<file path="config.mk">
export PLATFORM = sky130hd
export DESIGN_NAME = ram_loader
export DESIGN_NICKNAME = d
export VERILOG_FILES = /design/src/rtl/ram_loader.sv
export SDC_FILE = /design/constraint.sdc
export NUM_CORES = 1
export LEC_CHECK = 0
export BUFFER_PORTS_ARGS = -buffer_cell sky130_fd_sc_hd__buf_4
export CORE_MARGIN = 5
export CORE_UTILIZATION = 50
export CTS_CLUSTER_DIAMETER = 80
export DETAILED_ROUTE_END_ITERATION = 8
export PLACE_DENSITY = 0.77
export SYNTH_ARGS = -nofsm -noshare
export SYNTH_HDL_FRONTEND = slang
export SYNTH_SLANG_ARGS = --single-unit
</file>
<file path="constraint.sdc">
create_clock -name Clk -period 2.9 [get_ports Clk]
set_input_delay 0.435 -clock Clk [delete_from_list [all_inputs] [get_ports Clk]]
set_output_delay 0.435 -clock Clk [all_outputs]
set_load 0.01 [all_outputs]
</file>
<file path="src/rtl/ram_loader.sv">
// Byte-stream boot loader: 16-bit word count, then big-endian words written to RAM port B
// while the CPU is held in reset. Optional trailing XOR checksum under LOADER_CHECKSUM_EN.
module ram_loader #(
    parameter logic [9:0] BASE_ADDR = 10'd0,
    parameter int         MAX_WORDS = 1024
) (
    input  logic        Clk,
    input  logic        Rst,
    input  logic        start,
    input  logic [7:0]  byte_in,
    input  logic        byte_valid,
    output logic        byte_ready,
    output logic [9:0]  addr_b,
    output logic [15:0] data_b,
    output logic        we_b,
    output logic        cpu_hold,
    output logic        done,
    output logic        err
);

`ifdef LOADER_CHECKSUM_EN
    typedef enum logic [2:0] {CNT_HI, CNT_LO, DAT_HI, DAT_LO, WRITE, CHECK, DONE} stateType;
`else
    typedef enum logic [2:0] {CNT_HI, CNT_LO, DAT_HI, DAT_LO, WRITE, DONE} stateType;
`endif

    localparam logic [16:0] MaxWords = 17'(MAX_WORDS);

    stateType    stateReg;
    logic [7:0]  hiByteReg;
    logic [15:0] countReg;
    logic [15:0] wordIdxReg;
`ifdef LOADER_CHECKSUM_EN
    logic [7:0]  xorReg;
`endif

    logic        accept;
    logic [15:0] wordCount;
    logic        lastWord;

    assign accept    = byte_valid & byte_ready;
    assign wordCount = {hiByteReg, byte_in};
    assign lastWord  = (wordIdxReg + 16'd1) >= countReg;

    always_ff @(posedge Clk or negedge Rst) begin
        if (!Rst) begin
            stateReg   <= CNT_HI;
            hiByteReg  <= 8'd0;
            countReg   <= 16'd0;
            wordIdxReg <= 16'd0;
            addr_b     <= BASE_ADDR;
            data_b     <= 16'd0;
            we_b       <= 1'b0;
            byte_ready <= 1'b1;
            cpu_hold   <= 1'b1;
            done       <= 1'b0;
            err        <= 1'b0;
`ifdef LOADER_CHECKSUM_EN
            xorReg     <= 8'd0;
`endif
        end else begin
            case (stateReg)
                CNT_HI: if (accept) begin
                    hiByteReg <= byte_in;
                    stateReg  <= CNT_LO;
                end
                CNT_LO: if (accept) begin
                    if (wordCount == 16'd0 || {1'b0, wordCount} > MaxWords) begin
                        stateReg   <= DONE;
                        byte_ready <= 1'b0;
                        done       <= 1'b1;
                        err        <= 1'b1;
                    end else begin
                        countReg <= wordCount;
                        stateReg <= DAT_HI;
                    end
                end
                DAT_HI: if (accept) begin
                    hiByteReg <= byte_in;
                    stateReg  <= DAT_LO;
                end
                DAT_LO: if (accept) begin
                    // 10-bit sum wraps naturally past the top of the RAM
                    addr_b     <= BASE_ADDR + wordIdxReg[9:0];
                    data_b     <= wordCount;
                    we_b       <= 1'b1;
                    byte_ready <= 1'b0;
                    stateReg   <= WRITE;
`ifdef LOADER_CHECKSUM_EN
                    xorReg     <= xorReg ^ hiByteReg ^ byte_in;
`endif
                end
                WRITE: begin
                    we_b       <= 1'b0;
                    wordIdxReg <= wordIdxReg + 16'd1;
                    if (!lastWord) begin
                        byte_ready <= 1'b1;
                        stateReg   <= DAT_HI;
                    end else begin
`ifdef LOADER_CHECKSUM_EN
                        byte_ready <= 1'b1;
                        stateReg   <= CHECK;
`else
                        stateReg   <= DONE;
                        done       <= 1'b1;
                        err        <= 1'b0;
                        cpu_hold   <= 1'b0;
`endif
                    end
                end
`ifdef LOADER_CHECKSUM_EN
                CHECK: if (accept) begin
                    stateReg   <= DONE;
                    byte_ready <= 1'b0;
                    done       <= 1'b1;
                    err        <= (byte_in != xorReg);
                    cpu_hold   <= (byte_in != xorReg);
                end
`endif
                DONE: if (start) begin
                    stateReg   <= CNT_HI;
                    byte_ready <= 1'b1;
                    cpu_hold   <= 1'b1;
                    done       <= 1'b0;
                    err        <= 1'b0;
                    wordIdxReg <= 16'd0;
`ifdef LOADER_CHECKSUM_EN
                    xorReg     <= 8'd0;
`endif
                end
                default: begin
                    stateReg   <= CNT_HI;
                    byte_ready <= 1'b1;
                    we_b       <= 1'b0;
                end
            endcase
        end
    end

endmodule

</file>
==> impl_results.md <==
* Mapped Avg Cell Area at 11.0 µm²
* Achievable frequency at 347 MHz
* Worst R2R Start: wordIdxReg[4]$_DFFE_PN0P_
* Drt first pass iters at 4
* Slew @ Worst Pin at 0.909 ns
* Mapped Nets at 358
* Storage element area at ~1900 µm²
* Clock network power share at 42.5%
* Final wirelength at 8.06 mm
* Final setup vio count at 0
* Int Pwr at 1.47 mW
* CP required at 3.09 ns
* Die area at 9010 µm²
* Ratio of cells with drive above 1 in the final layout at 37.3%
* Most frequent cells in the layout: dfrtp_1 (71), buf_4 (64), mux2_2 (33), nand2_1 (26), o21ai_0 (22)
* Largest delay contributor family on the critical path: simple AND/OR/NAND/NOR gates
* Yosys warns at 0
* DRT antenna net count at 0
* Element type at the critical path end: flop
* DIE WIDTH at 94.9 µm
* Mapped Area at ~3600 µm²
* Sequential share of power at between 50% and 60%
* R2R Setup Slk at 0.02 ns
* Levels on crit path at 12
* Total grt overflow at 0
* Routed metal-1 wire length at 3.55 mm
* Gate power share at 2.1%
* Top sig layer: met4
* Site row count at 31
* Vias in the first global route at 2689
* Initial antenna violation count at 0
* Clock latency on the worst-skew pair at 0.34 ns
* Power per standard cell area at 419 nW/µm²
* ANT cells at 0
* Worst setup path endpoint: done$_DFFE_PN0P_
* Crit path DAT at between 3 and 4 ns
* Switching part of the total at 21.1%
* Clock Skew at between 0.004 and 0.005 ns
* Post-Syn Instances at ~330
* Leakage at 2.17 nW
* Final Hold Viols at 0
* MaxCap Viol Count at 0
* Largest stage delay, worst path at between 0.4 and 0.5 ns
* Die extent in y at 94.9 µm
* WL met3 at roughly 440 µm
* Maximum VDD drop at 252 µV
* CTS tree: done
* Largest net degree at the start of global routing at 75
* Core footprint at 7140 µm²
* Post-DR vias/cell at 5.50
* DRC viols at 0
* Cts hold-fix bufs at 0
* Sequential element share of the synthesized area at 51.4%
* CTS buffer count at 9
* Max Transition Viols Final at 0
* Fillers at 600
* Slowest CP cell: dfrtp_1
* Final instance area at 4450 µm²
* Clock Tree Root: clkbuf_8
* Total GRT Usage at 18.8%
* DR WL met2 at 3.97 mm
* Buf+Inv Stages, Crit Path at 0
* Worst min-delay path category: input port to async pin
* Most common cell after layout, fill and taps aside: dfrtp_1
* RSZ-0062 raised after global routing: true
* Slew headroom at 39.4%
* DP Area at just over 4000 µm²
* Routed wire per std cell at 16.3 µm
* Pwr Total at 1.86 mW
* First-pass GRT wire length at 12.9 mm
* Setup CP Type: flop to flop
* Final Cycle Share at 99.4%
* Deepest level of the CTS H-tree at 3
* Worst reg2reg path depth at 12
* Tmin final at ~2.9 ns
* Area Growth Syn to Fin at 23.4%
* #FFs+latches synth at 74
* # nets final at roughly 420
* Footprint of the multi-input gates at 1720 µm²
* FF-to-FF End: done$_DFFE_PN0P_
* P_sw at 0.394 mW
* Sink Count at 74
* Initial DRC Count at 147
* Clk slew on worst S/H paths at around 0.07 ns
* CP Launch Point: wordIdxReg[4]$_DFFE_PN0P_
* CTS max path bufs at 2
* Status: completed
* Crit-path cells: and3_4 > and3_4 > nand2_4 > nor3b_2 > xor2_1 > ha_1 > nand4_1 > nor3_2 > nor4_2 > nand4_1 > nand3b_1 > a32oi_1
* Via Count at 2710
* Startpoint types: flop
* Io pins at 43
* Post-synthesis cell type count at 40
* Placer Congestion at 0.934
* Worst Path Max Fanout at 5
* # port buffers at 42
* Final HPWL DP at around 5.6 mm
* Initial core utilization at 50.5%
-- how the worst min path moves through the flow --
stage                             startpoint                       end  slack (ns)
floorplan                                Rst     addr_b[0]$_DFFE_PN0P_        0.14
global placement             err$_DFFE_PN0P_           err$_DFFE_PN0P_        0.48
detailed placement  countReg[11]$_DFFE_PN0P_  countReg[11]$_DFFE_PN0P_        0.49
CTS                                      Rst     addr_b[9]$_DFFE_PN0P_        0.26
global route                             Rst     addr_b[9]$_DFFE_PN0P_        0.31
finish                                   Rst     addr_b[9]$_DFFE_PN0P_        0.23
-- Yosys cell counts (all sizes together) --
master   count  area (µm²)
or3b         1        8.76
nand4        4        25.0
xnor2        8        70.1
o21bai       1        7.51
or4          1        7.51
nor2b        1        6.26
o21a         1        7.51
nor3b        3        22.5
o2111ai      1        8.76
mux2        34         387
dfrtp       72        1800
a21oi        9        45.0
o21ai       29         164
nor2        18        67.6
clkbuf       9        33.8
nor4         5        46.3
inv         20        75.1
and3         3        18.8
a32o         1        10.0
a32oi        1        8.76
buf          6        42.5
a21o         1        7.51
xor2         6        52.6
a31oi        4        25.0
nand3b       2        15.0
a22o         9        78.8
nand2       32         133
ha          17         213
nand3       11        55.1
nor3         7        35.0
dfstp        2        52.6
or4b         1        10.0
a2111o       1        11.3
o31ai        4        30.0
nand2b       4        25.0
-- power groups by stage --
| stage | combinational [mW] | sequential [mW] | clock [mW] |
|---|---|---|---|
| 2_1_floorplan | 0.00219 | 1.05 | 0 |
| 3_3_place_gp | 0.0409 | 1.05 | 0 |
| 3_5_place_dp | 0.0415 | 1.05 | 0 |
| 4_1_cts | 0.0418 | 1.03 | 0.809 |
| 5_1_grt | 0.0459 | 1.03 | 0.851 |
| 6_report | 0.0400 | 1.03 | 0.792 |
-- area by class of cell --
cell class,instances,share of cell area (%)
Clock buffer,15,4.41
Multi-Input combinational cell,220,38.6
Tap cell,99,2.78
Inverter,20,1.69
Clock inverter,1,0.112
Timing Repair Buffer,64,10.8
Sequential cell,74,41.7
-- flip-flops by register name, indices dropped and copies added, names as in the netlist, 3 cells and up --
register    count
addr_b         10
hiByteReg       8
stateReg        3
data_b         16
countReg       16
wordIdxReg     16
-- metrics by stage --
stage               TNS, ns  hold WS [ns]  worst slack (ns)  util [%]  cells
CTS                       0         0.262            0.0123      60.8    488
floorplan                 0         0.139            0.0345         -    329
global placement          0         0.479             0.141      57.5    471
global route         -0.651         0.312            -0.167      62.4    493
finish                    0         0.225            0.0184      62.4    493
detailed placement  -0.0619         0.490           -0.0347      57.5    471
-- timing repair --
item                                    4_1_cts  5_1_grt
pin swaps                                     1       18
buffers inserted                              1        5
endpoints found under the setup margin        5        7
gates resized for setup                       4       18
-- cells by family after synthesis --
kind of cell | synth area share [%]
XOR/XNOR | 3.40
flip-flops | 51.4
multiplexers | 10.7
AND/OR/NAND/NOR | 13.2
adder cells (fa/ha/maj) | 5.90
buffers and inverters | 4.20
AO/OA/AOI/OAI | 11.2
-- worst register-to-register path, cell delays in order, from the launching register on --
cell and delay [ns]:
dfrtp_1 0.45, and3_4 0.22, and3_4 0.22, nand2_4 0.07, nor3b_2 0.18, xor2_1 0.23, ha_1 0.29, nand4_1 0.19
nor3_2 0.06, nor4_2 0.35, nand4_1 0.22, nand3b_1 0.17, a32oi_1 0.08
-- layer usage --
metal | vias up | global-route usage [%]
li1 | 1276 | -
met1 | 1338 | 24.6
met2 | 84 | 30.0
met3 | 12 | 5.18
met4 | 0 | 6.73
met5 | - | 0
Power figures use the tool's default switching activity.
